===== src/rtl/atmos_light_est_if.sv =====
// Pixel-stream input and atmospheric-light output bundle for atmos_light_est.
interface atmos_light_est_if;
    logic [7:0] I_R;
    logic [7:0] I_G;
    logic [7:0] I_B;
    logic       input_is_valid;
    logic       i_sof;
    logic [7:0] A_R;
    logic [7:0] A_G;
    logic [7:0] A_B;
    logic       o_valid;

    modport master (
        output I_R, I_G, I_B, input_is_valid, i_sof,
        input  A_R, A_G, A_B, o_valid
    );

    modport slave (
        input  I_R, I_G, I_B, input_is_valid, i_sof,
        output A_R, A_G, A_B, o_valid
    );
endinterface


===== src/rtl/atmos_light_est.sv =====
// Atmospheric light estimator: per frame, keeps the RGB of the earliest pixel with the
// largest dark-channel value min(R,G,B) and publishes it when the frame completes.
module atmos_light_est #(
    parameter int IMG_WIDTH  = 512,
    parameter int IMG_HEIGHT = 512
) (
    input  logic             clk,
    input  logic             rst,
    atmos_light_est_if.slave bus
);
    localparam int NPIX = IMG_WIDTH * IMG_HEIGHT;
    localparam int CW   = (NPIX > 1) ? $clog2(NPIX) : 1;
    localparam logic [CW-1:0] LAST_IDX = CW'(NPIX - 1);

    typedef enum logic [0:0] {
        WAIT_FRAME = 1'b0,
        ACCUM      = 1'b1
    } state_t;

    function automatic logic [7:0] min3(input logic [7:0] a, input logic [7:0] b,
                                        input logic [7:0] c);
        logic [7:0] m;
        m = (a < b) ? a : b;
        return (m < c) ? m : c;
    endfunction

    state_t        state_q, state_d;
    logic [CW-1:0] cnt_q, cnt_d, idx_s;
    logic          first_s, last_s;

    logic          s1_valid_q, s1_first_q, s1_last_q;
    logic [7:0]    s1_r_q, s1_g_q, s1_b_q, s1_dark_q;

    logic [7:0]    cand_r_q, cand_g_q, cand_b_q, cand_dark_q;
    logic          take_s, s2_last_q;

    logic [7:0]    a_r_q, a_g_q, a_b_q;
    logic          o_valid_q;

    // Pixel index (i_sof forces index 0), frame flags, next counter and FSM state
    always_comb begin
        state_d = state_q;
        cnt_d   = cnt_q;
        idx_s   = cnt_q;
        first_s = 1'b0;
        last_s  = 1'b0;
        if (bus.i_sof) begin
            idx_s = {CW{1'b0}};
        end else begin
            idx_s = cnt_q;
        end
        first_s = (idx_s == {CW{1'b0}}) || (state_q == WAIT_FRAME);
        last_s  = (idx_s == LAST_IDX);
        if (bus.input_is_valid) begin
            if (last_s) begin
                cnt_d = {CW{1'b0}};
            end else begin
                cnt_d = idx_s + CW'(1);
            end
        end else begin
            cnt_d = cnt_q;
        end
        case (state_q)
            WAIT_FRAME: begin
                if (bus.input_is_valid) begin
                    state_d = ACCUM;
                end else begin
                    state_d = WAIT_FRAME;
                end
            end
            ACCUM:   state_d = ACCUM;
            default: state_d = WAIT_FRAME;
        endcase
    end

    // Stage 1: frame position tracking and pixel/dark-value register
    always_ff @(posedge clk) begin
        if (rst) begin
            state_q    <= WAIT_FRAME;
            cnt_q      <= {CW{1'b0}};
            s1_valid_q <= 1'b0;
            s1_first_q <= 1'b0;
            s1_last_q  <= 1'b0;
            s1_r_q     <= 8'd0;
            s1_g_q     <= 8'd0;
            s1_b_q     <= 8'd0;
            s1_dark_q  <= 8'd0;
        end else begin
            state_q    <= state_d;
            cnt_q      <= cnt_d;
            s1_valid_q <= bus.input_is_valid;
            s1_first_q <= first_s;
            s1_last_q  <= last_s;
            s1_r_q     <= bus.I_R;
            s1_g_q     <= bus.I_G;
            s1_b_q     <= bus.I_B;
            s1_dark_q  <= min3(bus.I_R, bus.I_G, bus.I_B);
        end
    end

    // Strictly-greater replacement keeps the earliest pixel on ties
    always_comb begin
        take_s = 1'b0;
        if (s1_valid_q) begin
            take_s = s1_first_q || (s1_dark_q > cand_dark_q);
        end else begin
            take_s = 1'b0;
        end
    end

    // Stage 2: candidate update and end-of-frame marker
    always_ff @(posedge clk) begin
        if (rst) begin
            cand_r_q    <= 8'd0;
            cand_g_q    <= 8'd0;
            cand_b_q    <= 8'd0;
            cand_dark_q <= 8'd0;
            s2_last_q   <= 1'b0;
        end else begin
            if (take_s) begin
                cand_r_q    <= s1_r_q;
                cand_g_q    <= s1_g_q;
                cand_b_q    <= s1_b_q;
                cand_dark_q <= s1_dark_q;
            end
            s2_last_q <= s1_valid_q && s1_last_q;
        end
    end

    // Output register: publish the finished frame's candidate with a one-cycle pulse
    always_ff @(posedge clk) begin
        if (rst) begin
            a_r_q     <= 8'd0;
            a_g_q     <= 8'd0;
            a_b_q     <= 8'd0;
            o_valid_q <= 1'b0;
        end else begin
            o_valid_q <= s2_last_q;
            if (s2_last_q) begin
                a_r_q <= cand_r_q;
                a_g_q <= cand_g_q;
                a_b_q <= cand_b_q;
            end
        end
    end

    assign bus.A_R     = a_r_q;
    assign bus.A_G     = a_g_q;
    assign bus.A_B     = a_b_q;
    assign bus.o_valid = o_valid_q;
endmodule


===== src/flat_wrapper.sv =====
// flat-port wrapper written by rule: the top's interface ports become plain ports
module atmos_light_est_flat 
#(
    parameter int IMG_WIDTH  = 512,
    parameter int IMG_HEIGHT = 512
)
  (clk, rst, bus_I_R, bus_I_G, bus_I_B, bus_input_is_valid, bus_i_sof, bus_A_R, bus_A_G, bus_A_B, bus_o_valid);
  atmos_light_est_if bus_i ();
  input  logic clk;
  input  logic rst;
  input wire logic [$bits(bus_i.I_R)-1:0] bus_I_R;
  input wire logic [$bits(bus_i.I_G)-1:0] bus_I_G;
  input wire logic [$bits(bus_i.I_B)-1:0] bus_I_B;
  input wire logic [$bits(bus_i.input_is_valid)-1:0] bus_input_is_valid;
  input wire logic [$bits(bus_i.i_sof)-1:0] bus_i_sof;
  output wire logic [$bits(bus_i.A_R)-1:0] bus_A_R;
  output wire logic [$bits(bus_i.A_G)-1:0] bus_A_G;
  output wire logic [$bits(bus_i.A_B)-1:0] bus_A_B;
  output wire logic [$bits(bus_i.o_valid)-1:0] bus_o_valid;
  assign bus_i.I_R = bus_I_R;
  assign bus_i.I_G = bus_I_G;
  assign bus_i.I_B = bus_I_B;
  assign bus_i.input_is_valid = bus_input_is_valid;
  assign bus_i.i_sof = bus_i_sof;
  assign bus_A_R = bus_i.A_R;
  assign bus_A_G = bus_i.A_G;
  assign bus_A_B = bus_i.A_B;
  assign bus_o_valid = bus_i.o_valid;
  atmos_light_est #(.IMG_WIDTH(IMG_WIDTH), .IMG_HEIGHT(IMG_HEIGHT)) u_core (.clk(clk), .rst(rst), .bus(bus_i));
endmodule

===== config.mk =====
export PLATFORM = sky130hd
export DESIGN_NAME = atmos_light_est_flat
export DESIGN_NICKNAME = d
export VERILOG_FILES = /design/src/rtl/atmos_light_est_if.sv /design/src/rtl/atmos_light_est.sv /design/src/flat_wrapper.sv
export SDC_FILE = /design/constraint.sdc
export NUM_CORES = 1
export LEC_CHECK = 0
export ABC_CLOCK_PERIOD_IN_PS = 3780
export BUFFER_PORTS_ARGS = -buffer_cell sky130_fd_sc_hd__buf_2
export CELL_PAD_IN_SITES_DETAIL_PLACEMENT = 1
export CELL_PAD_IN_SITES_GLOBAL_PLACEMENT = 1
export CORE_UTILIZATION = 45
export CTS_BUF_LIST = sky130_fd_sc_hd__clkbuf_2
export DETAILED_ROUTE_END_ITERATION = 10
export PLACE_DENSITY_LB_ADDON = 0.2
export SLEW_MARGIN = 30
export SYNTH_ARGS = -nofsm -noshare
export SYNTH_HDL_FRONTEND = slang
export SYNTH_SLANG_ARGS = --single-unit

===== constraint.sdc =====
create_clock -name clk -period 3.78 [get_ports clk]
set_input_delay 0 -clock clk [delete_from_list [all_inputs] [get_ports clk]]
set_output_delay 0 -clock clk [all_outputs]
set_load 0.05 [all_outputs]

# Word level (Yosys, flattened, before mapping)
# Index checks and enable logic that the tools add are counted.
[op_classes]
eq_ne = 1
reduce_logical = 4
n_bitwise = 1
n_addsub = 1
n_mux = 7
n_lt_le_gt_ge = 3
[op_table]
columns = ["operator", "n"]
rows = [
  ["$mux W18", 2],
  ["$add A18 B1 Y18 const B", 1],
  ["$eq A18 B18 Y1 const B", 1],
  ["$logic_not A18 Y1", 1],
  ["$lt A8 B8 Y1", 2],
  ["$mux W8", 2],
  ["$gt A8 B8 Y1", 1],
  ["$logic_or A1 B1 Y1", 2],
  ["$mux W1", 2],
  ["$pmux W1 S2", 1],
  ["$logic_and A1 B1 Y1", 1],
  ["$not A1 Y1", 1],
]
[totals]
output_inout_bits = 25
word_cells = 35
regBits = 112
inputBits = 28

# Depth between registers and ports, before layout
# Gate-level depths: netlist (run 1).
[logic_depth]
ltp_word = 4
ltp_mapped = 13
ltp_nobuf = 13

# Worst setup path before layout (run 1)
# OpenSTA, ideal clock, no wires.
[synth_timing]
kind = "input port to flip-flop"
startpoint = "input bus_I_G[7]"
endpoint = "register u_core.s1_dark_q[1]"
setup_ns = 0.121
arrival_time_ns = 2.916
slack_ns = 0.743
required_time_ns = 3.659
path_buffers = 0
cell_stages = 11
cell_sequence = "inv_1 ha_1 nand4_1 o31ai_4 mux2_2 ha_1 and4_1 a221o_1 nor4_1 a21boi_4 mux2_2"
[synth_between]
elab_chain_len = 4
[synth_rtl]
columns = ["item", "line_no", "text"]
rows = [
  ["start, declared", "flat_wrapper.sv:12", "input wire logic [$bits(bus_i.I_G)-1:0] bus_I_G;"],
  ["$lt A8 B8 Y1", "atmos_light_est.sv:23", "m = (a < b) ? a : b;"],
  ["$mux W8 (*)", "atmos_light_est.sv:23", ""],
  ["$lt A8 B8 Y1", "atmos_light_est.sv:24", "return (m < c) ? m : c;"],
  ["$mux W8 (*)", "atmos_light_est.sv:24", ""],
  ["end signal, assigned", "atmos_light_est.sv:97", "s1_dark_q <= min3(bus.I_R, bus.I_G, bus.I_B);"],
  ["end, declared", "atmos_light_est.sv:32", "logic [7:0] s1_r_q, s1_g_q, s1_b_q, s1_dark_q;"],
]
# Mark *: on every way between the ends. The rest lies on a longest branch, timed or not.
# A chain may end at the register's enable or synchronous reset.

# Final worst setup path (run 1)
[layout_timing]
startpoint = "input bus_I_G[7]"
endpoint = "register u_core.s1_dark_q[7]"
# Same word-level chain as after synthesis.

==> results by group, run 1 <==
Layout
  • Layout Area Growth over Synthesis: 14.9%
  • Final instance area: just under 6000 µm²
  • Share of layout cells above drive strength 1: between 10% and 20%
  • Non-filler cells in the finished layout: between 700 and 800
  • Final nets: between 600 and 700
  • Ant. Diodes: 0

Power and ir drop
  • Maximum vdd drop: around 200 µV
  • Power Density: between 300 and 400 nW/µm²
  • Leak Pwr: 2.34 nW

CTS
  • Clock root cell: clkbuf_2
  • Hold buffer count at CTS: 28
  • # H-tree levels: 3
  • CTS tree: yes
  • Clk slew on worst S/H paths: 0.30 ns
  • # clock sinks: about 110
  • Cts repair resizes: 0
  • CTS Buffer Depth: 2
  • Setup Fix Bufs, Post-CTS: 0
  • Worst-Skew Late Latency: roughly 0.62 ns
  • Num CTS Buffers: 9

Placement
  • Port bufs: 52
  • Post-placement cell count: between 700 and 800
  • Gpl congestion: between 0.8 and 0.9
  • Placed inst area: 5470 µm²
  • DPL Wire Length: 8.04 mm

Logic synthesis
  • Syn. warnings: 0
  • Synth area leaders: dfxtp_1, mux2i_1, nand2b_1
  • Cells after synthesis: between 500 and 600
  • Mean post-synth cell area: approximately 9.4 µm²
  • Cell type with the largest total area after synthesis: dfxtp_1
  • Syn_nets: 591
  • Sequential fraction of the synthesis area: between 40% and 50%
  • Synth cell types: 46
  • Mapped cell area: slightly above 5000 µm²
  • Synth Flop Type: dfxtp_1
  • Register bit total from synthesis: 112
  • Number of synthesized flops with an enable pin: 0
  • Async set-reset flop share out of synthesis: 0%
  • Post-synth top area share: between 40% and 50%

Setup path
  • Critical path data arrival time: 3.89 ns
  • Startpoint types: input port
  • CP required: between 4 and 5 ns
  • Worst setup path class: input port to register
  • Worst-path maximum fanout: 8
  • FF-to-FF End: u_core.cand_r_q[5]
  • R2R Setup Slk: between 1 and 1.5 ns
  • Worst R2R Start: u_core.cand_dark_q[1]
  • Register-to-Register Path Depth: 9
  • Critical Path End Type: register

STA
  • Final period util: between 80% and 90%
  • Measured slew at the worst slew-check pin: approximately 0.76 ns
  • Max frequency: 298 MHz
  • Minimum clock period: roughly 3.4 ns
  • Relative slew slack: 49.5%
  • RSZ-0062 raised after global routing: false
  • Clock Skew: just over 0.03 ns
  • Final setup violating endpoints: 0
  • Fin. max-slew vios: 0
  • Setup TNS: 0 ns
  • Fin. Hold Viols: 0

Route
  • Starting DRT DRC Count: between 150 and 200
  • Via density: 5.23
  • Drt drc: 0
  • Detailed-router iteration count before antenna repair: 4
  • Antenna Nets Post-Route: 0
  • WL per Instance: around 16 µm
  • Routed Wire Length: roughly 12 mm
  • Vias: 3,933

Global route
  • Total grt overflow: 0
  • First-pass GRT wire length: around 20 mm
  • Total GRT Usage: between 20% and 30%
  • Largest net degree at the start of global routing: 117
  • Number of global-route vias before repair: 4,121
  • Antenna violations before repair: 0

Floorplan
  • Die width: roughly 110 µm
  • Initial Util: 46.5%
  • Die height: around 110 µm
  • # rows: 38
  • Die footprint: ~12,000 µm²
  • Num ports: 53
  • Core area: ~11,000 µm²

Job
  • Maxcap violations: 0

Min path
  • Hold WC Path Type: input port to register
  • Hold EP: u_core.s1_g_q[3]
  • Hold Startpoint: bus_I_G[3]
  • Hold Path Cell Cnt: 4

Status
  • Status: complete, no violations
[Yosys cell counts (2+ instances only)]
library cell and count:
nand2b_1 66, and4_1 2, mux2_2 14, nor3_1 3
nor4_1 5, and4b_1 2, a22oi_1 5, o21a_1 2
dfxtp_1 112, or3_1 3, nand4_1 5, nor2_1 59
a21oi_1 19, buf_2 3, and3_1 4, mux2i_1 59
a21o_1 2, buf_1 8, clkinv_1 2, clkbuf_1 15
ha_1 24, a41o_1 2, nand2_1 22, and2_1 4
o21ai_0 16, nand3_1 11, o41ai_1 2, nor2b_1 19
or3b_2 4, a31o_2 2, inv_1 28
[critical path, cell delays in order]
cell	delay (ns)
dlygate4sd3_1	0.53
buf_2	0.11
inv_1	0.05
ha_1	0.34
nand4_1	0.16
o31ai_4	0.50
mux2_2	0.40
ha_1	0.31
and4_1	0.23
a221o_1	0.39
nor4_1	0.37
a21boi_4	0.17
mux2_2	0.33
[final cells by class]
type / instances / area (µm²)
clock inverter: 7 / 46.3
timing repair buffer: 83 / 582
sequential: 112 / 2240
clock buffer: 9 / 45.0
fill: 1261 / 5090
inverter: 30 / 113
tap: 140 / 175
multi-input combinational: 371 / 2640
[sequential cells by signal, summed over array words and instances (netlist names), 8 cells and up]
register,flops
u_core.bus.A_B,8
u_core.bus.A_G,8
u_core.bus.A_R,8
u_core.cand_b_q,8
u_core.cand_dark_q,8
u_core.cand_g_q,8
u_core.cand_r_q,8
u_core.cnt_q,18
u_core.s1_b_q,8
u_core.s1_dark_q,8
u_core.s1_g_q,8
u_core.s1_r_q,8
[per-stage QoR]
step	hold slack (ns)	power, W	utilization (%)	setup WS [ns]
after floorplan	0.128	0.00150	-	0.743
after detailed placement	0.253	0.00160	50.0	0.384
after global placement	0.250	0.00158	50.0	0.501
after global routing	0.142	0.00221	53.4	0.359
final	0.173	0.00210	53.4	0.425
after CTS	0.144	0.00211	53.4	0.513
[power by group]
| part | leakage, nW | total (W) | switching [W] | internal [W] |
|---|---|---|---|---|
| logic | 1.38 | 0.000344 | 0.000178 | 0.000166 |
| clock network | 0.0530 | 0.000494 | 0.000406 | 0.0000871 |
| registers | 0.914 | 0.00126 | 0.0000253 | 0.00123 |
[per-layer routing]
metal,vias to the layer above,global-route usage (%),share of wire (%),wire length [µm]
met5,-,0,0,0
met4,0,7.92,1.8,216
met3,13,3.19,2.9,349
met2,64,38.7,48,5880
met1,1894,27.0,47,5720
li1,1962,-,-,-
[cells in the final DEF, fill, tap and decap left out, types with 9 or more instances in the layout]
cell type	netlist	layout
ha_1	24	24
nor2_1	59	59
clkbuf_2	0	9
mux2_2	14	14
nand2_1	22	22
mux2i_1	59	59
a21oi_1	19	18
buf_2	3	51
inv_1	28	28
dfxtp_1	112	112
nand3_1	11	11
dlygate4sd3_1	0	28
o21ai_0	16	16
nand2b_1	66	66
nor2b_1	19	19
[worst max-delay path by stage]
stage	start	to	slack, ns	cells past startpoint
2_1_floorplan	bus_I_G[7]	u_core.s1_dark_q[1]	0.74	11
3_3_place_gp	bus_I_G[7]	u_core.s1_dark_q[6]	0.50	12
3_5_place_dp	bus_I_G[6]	u_core.s1_dark_q[3]	0.38	12
4_1_cts	bus_I_G[6]	u_core.s1_dark_q[7]	0.51	13
5_1_grt	bus_I_G[7]	u_core.s1_dark_q[7]	0.36	13
6_report	bus_I_G[7]	u_core.s1_dark_q[7]	0.43	13
[logic make-up (layout without fill, tap and decap cells)]
family / Yosys count / after routing / share of synthesized area [%]
flip-flops: 112 / 112 / 44.1
multiplexers: 73 / 73 / 14.7
adder cells (fa/ha/maj): 24 / 24 / 5.91
AO/OA/AOI/OAI: 59 / 59 / 8.17
AND/OR/NAND/NOR: 215 / 215 / 22.9
buffers and inverters: 56 / 129 / 4.21
Power figures use the tool's default switching activity.
==> run 2: changes to the inputs <==
Settings changed: CAP_MARGIN set to 25, CORE_UTILIZATION 45 to 47.
==> run 2 against run 1 <==
Net effect: largest power group unchanged; design area grew 0.43%; critical path depth unchanged; hold slack better by 0.011 ns; total power increased by 2.0%.
==> results by group, run 2 (synthesis gave the netlist of run 1 again) <==
Global route
  • Antenna violations before repair: 0 (unchanged)
  • First-pass GRT wire length: 20.0 mm (+0.41%)
  • Total GRT Usage: 22.4% (+0.51 points)
  • Total grt overflow: 0 (unchanged)
  • Largest net degree at the start of global routing: 119 (+1.7%)
  • Number of global-route vias before repair: 4,218 (+2.4%)

Power and ir drop
  • Comb power frac: 15.9% (-0.5 points)
  • Total power draw: 0.00214 W (+2.0%)
  • Clock power share: 25.3% (+1.8 points)
  • Pint: 0.00156 W (+4.8%)
  • Power Density: 365 nW/µm² (+1.6%)
  • Maximum vdd drop: 168 µV (-14%)
  • Leak Pwr: 2.37 nW (+1.1%)
  • NetSw: 0.000582 W (-4.6%)
  • Sw Share: 27.2% (-1.9 points)
  • Sequential power share: 58.8% (-1.2 points)

Floorplan
  • Initial Util: 48.8% (+2.3 points)
  • # rows: 37 (-2.6%)
  • Die width: 106 µm (-2.1%)
  • Die height: 106 µm (-2.1%)
  • Num ports: 53 (unchanged)
  • Core area: 10,400 µm² (-4.7%)
  • Die footprint: 11,200 µm² (-4.2%)

Setup path
  • Critical Path End Type: register
  • Worst setup path class: input port to register
  • Startpoint types: input port
  • Critical path cell sequence: dlygate4sd3_1, buf_2, inv_1, ha_1, nand4_1, o31ai_4, mux2_2, ha_1, and4_1, a221o_1, nor4_1, a21boi_4, mux2_2
  • Slowest CP cell: dlygate4sd3_1
  • Worst path top cell family by delay: compound AO/OA/AOI/OAI gates
  • Worst-path maximum fanout: 8 (unchanged)
  • R2R Setup Slk: 1.34 ns (+0.09 ns)
  • Largest stage delay on the critical path: 0.53 ns (about the same)
  • CP required: 4.29 ns (-0.03 ns)
  • Buf/Inv on CP: 3 (unchanged)
  • Critical path data arrival time: 3.94 ns (+0.05 ns)

Layout
  • Biggest register: u_core.cnt_q
  • Share of layout cells above drive strength 1: 15.7% (+0.46 points)
  • Ant. Diodes: 0 (unchanged)
  • Most common cell after layout, fill and taps aside: dfxtp_1
  • Post-layout util: 56.3% (+2.9 points)
  • Commonest non-fill, non-tap cells in the layout: dfxtp_1, nand2b_1, nor2_1, mux2i_1, buf_2
  • Final nets: 660 (+0.15%)
  • Max reg flops: 18 (unchanged)
  • Layout Area Growth over Synthesis: 15.4%

CTS
  • # clock sinks: 112 (unchanged)
  • Cts repair resizes: 0 (unchanged)
  • Num CTS Buffers: 9 (unchanged)
  • # H-tree levels: 3 (unchanged)
  • Clk slew on worst S/H paths: 0.27 ns (-0.03 ns)
  • Clock root cell: clkbuf_2
  • CTS Buffer Depth: 2 (unchanged)
  • CTS tree: yes
  • Worst-Skew Late Latency: 0.60 ns (-0.02 ns)

STA
  • Post-route setup slack: 0.346 ns (-0.0793 ns)
  • Setup TNS: 0 ns (unchanged)
  • Relative slew slack: 51.0% (+1.5 points)
  • Fin. Hold Viols: 0 (unchanged)
  • Fin Hold WS: 0.184 ns (+0.0113 ns)
  • Max frequency: 291 MHz (-2.3%)
  • RSZ-0062 raised after global routing: false
  • Measured slew at the worst slew-check pin: 0.734 ns (-0.0209 ns)
  • Clock Skew: 0.0256 ns (-0.00477 ns)
  • Fin. max-slew vios: 0 (unchanged)
  • Minimum clock period: 3.43 ns (+0.0793 ns)
  • Final period util: 90.8% (+2.1 points)
  • Final setup violating endpoints: 0 (unchanged)

Route
  • Starting DRT DRC Count: 153 (-13%)
  • Detailed-router iteration count before antenna repair: 5 (+1)
  • Antenna Nets Post-Route: 0 (unchanged)
  • Drt drc: 0 (unchanged)
  • Routed Wire Length: 11.8 mm (-3.3%)
  • Vias: 3,909 (-0.61%)
  • WL per Instance: 15.7 µm (-2.9%)
  • Via density: 5.22 (-0.21%)

Placement
  • Port bufs: 52 (unchanged)
  • Dpl ws: 0.266 ns (-0.118 ns)
  • Gpl congestion: 0.846 (+2.4%)
  • DPL Wire Length: 8.08 mm (+0.52%)

Min path
  • Hold WC Path Type: input port to register

Job
  • Maxcap violations: 0 (unchanged)

Status
  • Status: complete, no violations
-- run 2: cell count changes in the layout (fill, tap and decap cells not counted), sizes merged --
cell,change
clkinv,-1
clkinvlp,-1
dlygate4sd3,+1
inv,-1
bufinv,+1
clkbuf,+2
-- run 2: worst paths after layout --
path / start / endpoint / cells past startpoint
worst min register to register: u_core.s1_last_q / u_core.s2_last_q / 2
worst max-delay path: bus_I_G[7] / u_core.s1_dark_q[2] / 13
worst max register to register: u_core.cand_dark_q[1] / u_core.cand_r_q[7] / 9
worst min-delay path: bus_I_G[0] / u_core.s1_g_q[0] / 3
-- run 2: worst reg2reg max path, stage by stage, from the launching register on --
cell     delay [ns]
dfxtp_1        0.40
inv_1          0.05
ha_1           0.29
nor2b_1        0.14
o21a_1         0.11
o21ai_0        0.08
a211o_1        0.30
a21oi_4        0.52
buf_12         0.28
mux2i_1        0.23
-- run 2: cell type report --
type	count	area [µm²]
tap	136	170
timing repair buffer	84	592
inverter	30	113
multi-input combinational	371	2640
clock buffer	11	55.1
fill	1209	4550
clock inverter	5	56.3
sequential	112	2240
-- run 2: timing repair --
action	in CTS	in global routing
hold endpoints to repair	53	0
buffers inserted	0	0
hold buffers	29	0
-- run 2: power by group through the flow --
stage	Combinational [W]	Sequential (W)	Clock (W)
final	0.000341	0.00126	0.000541
after global routing	0.000378	0.00126	0.000614
after CTS	0.000344	0.00126	0.000557
after detailed placement	0.000319	0.00128	0
after global placement	0.000302	0.00128	0
after floorplan	0.000232	0.00127	0
-- run 2: stage by stage --
stage                     area [µm²]  instances
final                           5870        749
after global routing            5870        749
after CTS                       5860        749
after detailed placement        5460        704
after global placement          5460        704
after floorplan                 5080        539
-- run 2: per-layer routing --
metal	part of all wire, %	GRT usage, %	vias up
met5	0	0	-
met4	2.5	10.5	0
met3	1.8	2.51	20
met2	47	38.0	50
met1	49	28.5	1871
li1	-	-	1968
==> run 3: changes to the inputs <==
Settings changed: ABC_CLOCK_PERIOD_IN_PS 3780 to 2800, CORE_UTILIZATION 47 to 42.
Clock period 3.78 ns to 2.8 ns, I/O delays scaled along.
==> run 3 against run 2 <==
Net effect: via count is 4.8% higher; design area is 8.4% higher; cell count is 6.0% higher; critical path depth is 1 lower; largest power group unchanged; worst setup slack worse by 0.27 ns; clock power is 33% higher; count of clock-buffer cells in the layout is 1 lower; core utilization is 1.6 points lower; clock skew is 0.0074 ns higher; sequential share of layout area is 2.9 points lower; the run now ends with DRC left.
==> results by group, run 3 (synthesis gave the netlist of run 1 again) <==
Route
  • Drt drc: 8 (+8)
  • Detailed-router iteration count before antenna repair: 9 (+4)
  • WL per Instance: 16.0 µm (+2.0%)
  • Via density: 5.16 (-1.1%)
  • Routed Wire Length: 12.7 mm (+8.1%)
  • Antenna Nets Post-Route: 0 (unchanged)
  • Vias: 4,098 (+4.8%)
  • Starting DRT DRC Count: 202 (+32%)

Floorplan
  • Die width: 112 µm (+5.7%)
  • Die height: 112 µm (+5.7%)
  • Num ports: 53 (unchanged)
  • Core area: 11,600 µm² (+11%)
  • Die footprint: 12,500 µm² (+12%)
  • Initial Util: 43.8% (-5.0 points)
  • # rows: 39 (+5.4%)

Placement
  • Port bufs: 52 (unchanged)
  • Placed inst area: 5830 µm² (+6.8%)
  • Dpl ws: -0.352 ns (-0.618 ns)
  • DPL Wire Length: 8.34 mm (+3.2%)
  • Gpl congestion: 0.831 (-1.7%)

Power and ir drop
  • Clock power share: 24.2% (-1.1 points)
  • Total power draw: 0.00297 W (+39%)
  • NetSw: 0.000813 W (+40%)
  • Leak Pwr: 2.58 nW (+8.8%)
  • Sequential power share: 57.2% (-1.6 points)
  • Pint: 0.00216 W (+38%)
  • Sw Share: 27.4% (+0.18 points)
  • Maximum vdd drop: 274 µV (+63%)
  • Comb power frac: 18.7% (+2.8 points)
  • Power Density: 467 nW/µm² (+28%)

Status
  • Status: finished, violations left
  • Failing checks: DRC

Layout
  • Final nets: 699 (+5.9%)
  • Commonest non-fill, non-tap cells in the layout: dfxtp_1, nand2b_1, mux2i_1
  • Post-layout util: 54.7% (-1.6 points)
  • Share of layout cells above drive strength 1: 21.7% (+6.0 points)
  • Layout Area Growth over Synthesis: 25.1%
  • Ant. Diodes: 0 (unchanged)
  • FILL cells: 1,333 (+10%)
  • Max reg flops: 18 (unchanged)
  • Final instance area: 6360 µm² (+8.4%)
  • Most common cell after layout, fill and taps aside: dfxtp_1
  • Biggest register: u_core.cnt_q

CTS
  • Worst-Skew Late Latency: 0.60 ns (about the same)
  • Setup Fix Bufs, Post-CTS: 0 (unchanged)
  • CTS tree: yes
  • CTS Buffer Depth: 2 (unchanged)
  • Clock root cell: clkbuf_2
  • Num CTS Buffers: 9 (unchanged)
  • Clk slew on worst S/H paths: 0.26 ns (about the same)
  • # H-tree levels: 3 (unchanged)
  • # clock sinks: 112 (unchanged)

Global route
  • Number of global-route vias before repair: 4,355 (+3.2%)
  • Antenna violations before repair: 0 (unchanged)
  • Met1 capacity usage during global routing: 26.8% (-1.6 points)
  • Total grt overflow: 0 (unchanged)
  • Met3 Use GR: 2.99% (+0.48 points)
  • Busiest grt layer: met2
  • Met2 Usage GRT: 38.6% (+0.54 points)
  • Total GRT Usage: 21.7% (-0.73 points)
  • First-pass GRT wire length: 21.5 mm (+7.2%)
  • Largest net degree at the start of global routing: 102 (-14%)

STA
  • Fin Hold WS: 0.0478 ns (-0.136 ns)
  • Final period util: between 90 and 100%
  • Relative slew slack: 40.2% (-11 points)
  • Minimum clock period: about 2.7 ns
  • Clock Skew: 0.0330 ns (+0.00737 ns)
  • Post-route setup slack: 0.0726 ns (-0.273 ns)
  • Measured slew at the worst slew-check pin: 0.896 ns (+0.162 ns)
  • Fin. Hold Viols: 0 (unchanged)
  • Final setup violating endpoints: 0 (unchanged)
  • RSZ-0062 raised after global routing: false
  • Fin. max-slew vios: 0 (unchanged)
  • Max frequency: around 370 MHz

Setup path
  • Worst setup path class: input port to register
  • R2R Setup Slk: 0.42 ns (-0.92 ns)
  • Worst R2R Start: u_core.cnt_q[12]
  • Worst Setup EP: u_core.s1_dark_q[1]
  • Worst-path maximum fanout: 7 (-1)
  • FF-to-FF End: u_core.cnt_q[0]
  • Worst Setup SP: bus_I_G[0]
  • Register-to-Register Path Depth: 7 (-2)
  • Critical path data arrival time: 3.25 ns (-0.69 ns)
  • Startpoint types: input port
  • CP required: 3.32 ns (-0.97 ns)
  • Critical Path End Type: register

Job
  • Maxcap violations: 0 (unchanged)

Min path
  • Hold WC Path Type: input port to register
==> run 3: cell count changes in the layout (fill, tap and decap cells not counted), sizes merged <==
cell	delta
buf	+27
clkbuf	-1
dlygate4sd3	+12
==> run 3: repair_timing <==
action | in CTS | in global routing
endpoints found under the setup margin | 0 | 1
gates resized for setup | 0 | 1
hold buffers | 41 | 0
hold endpoints to repair | 72 | 0
==> run 3: how the worst min path moves through the flow <==
stage | start | end | slack (ns) | cells after the start
6_report | bus_I_R[0] | u_core.s1_dark_q[0] | 0.05 | 3
5_1_grt | bus_I_R[0] | u_core.s1_dark_q[0] | 0.01 | 3
4_1_cts | bus_I_G[1] | u_core.s1_dark_q[1] | 0.001 | 5
3_5_place_dp | bus_I_R[0] | u_core.s1_r_q[0] | 0.28 | 2
3_3_place_gp | bus_I_R[0] | u_core.s1_r_q[0] | 0.26 | 2
2_1_floorplan | bus_I_G[2] | u_core.s1_g_q[2] | 0.11 | 2
==> run 3: power groups by stage <==
| stage | logic, W | registers (W) | clock network, W |
|---|---|---|---|
| floorplan | 0.000340 | 0.00171 | 0 |
| global placement | 0.000481 | 0.00172 | 0 |
| detailed placement | 0.000501 | 0.00172 | 0 |
| CTS | 0.000550 | 0.00170 | 0.000751 |
| global route | 0.000610 | 0.00171 | 0.000806 |
| finish | 0.000554 | 0.00170 | 0.000718 |
==> run 3: cell type report <==
class / count / area, µm² / share of cell area [%]
timing repair buffer: 123 / 911 / 14.3
clock inverter: 5 / 56.3 / 0.886
sequential: 112 / 2240 / 35.3
multi-input combinational: 371 / 2790 / 43.9
inverter: 30 / 130 / 2.05
clock buffer: 10 / 50.0 / 0.787
tap: 143 / 179 / 2.81
==> run 3: metrics by stage <==
step	setup TNS, ns	std cells
floorplan	-0.0985	539
global placement	-1.70	738
detailed placement	-2.66	738
CTS	0	794
global route	0	794
finish	0	794
==> run 3: layer usage <==
metal / part of all wire [%] / vias to the layer above / wire, µm
met4: 1.3 / 0 / 171
met2: 50 / 54 / 6330
met3: 2.7 / 11 / 348
li1: - / 2041 / -
met1: 46 / 1992 / 5860
met5: 0 / - / 0
==> run 3: worst max-delay path, stage by stage <==
cell	delay, ns
dlygate4sd3_1	0.52
buf_2	0.14
nand2b_1	0.10
a2111oi_4	0.40
o31ai_4	0.14
mux2_4	0.34
ha_4	0.25
and4_1	0.21
a221o_1	0.37
nor4_2	0.29
a21boi_4	0.16
mux2_4	0.32
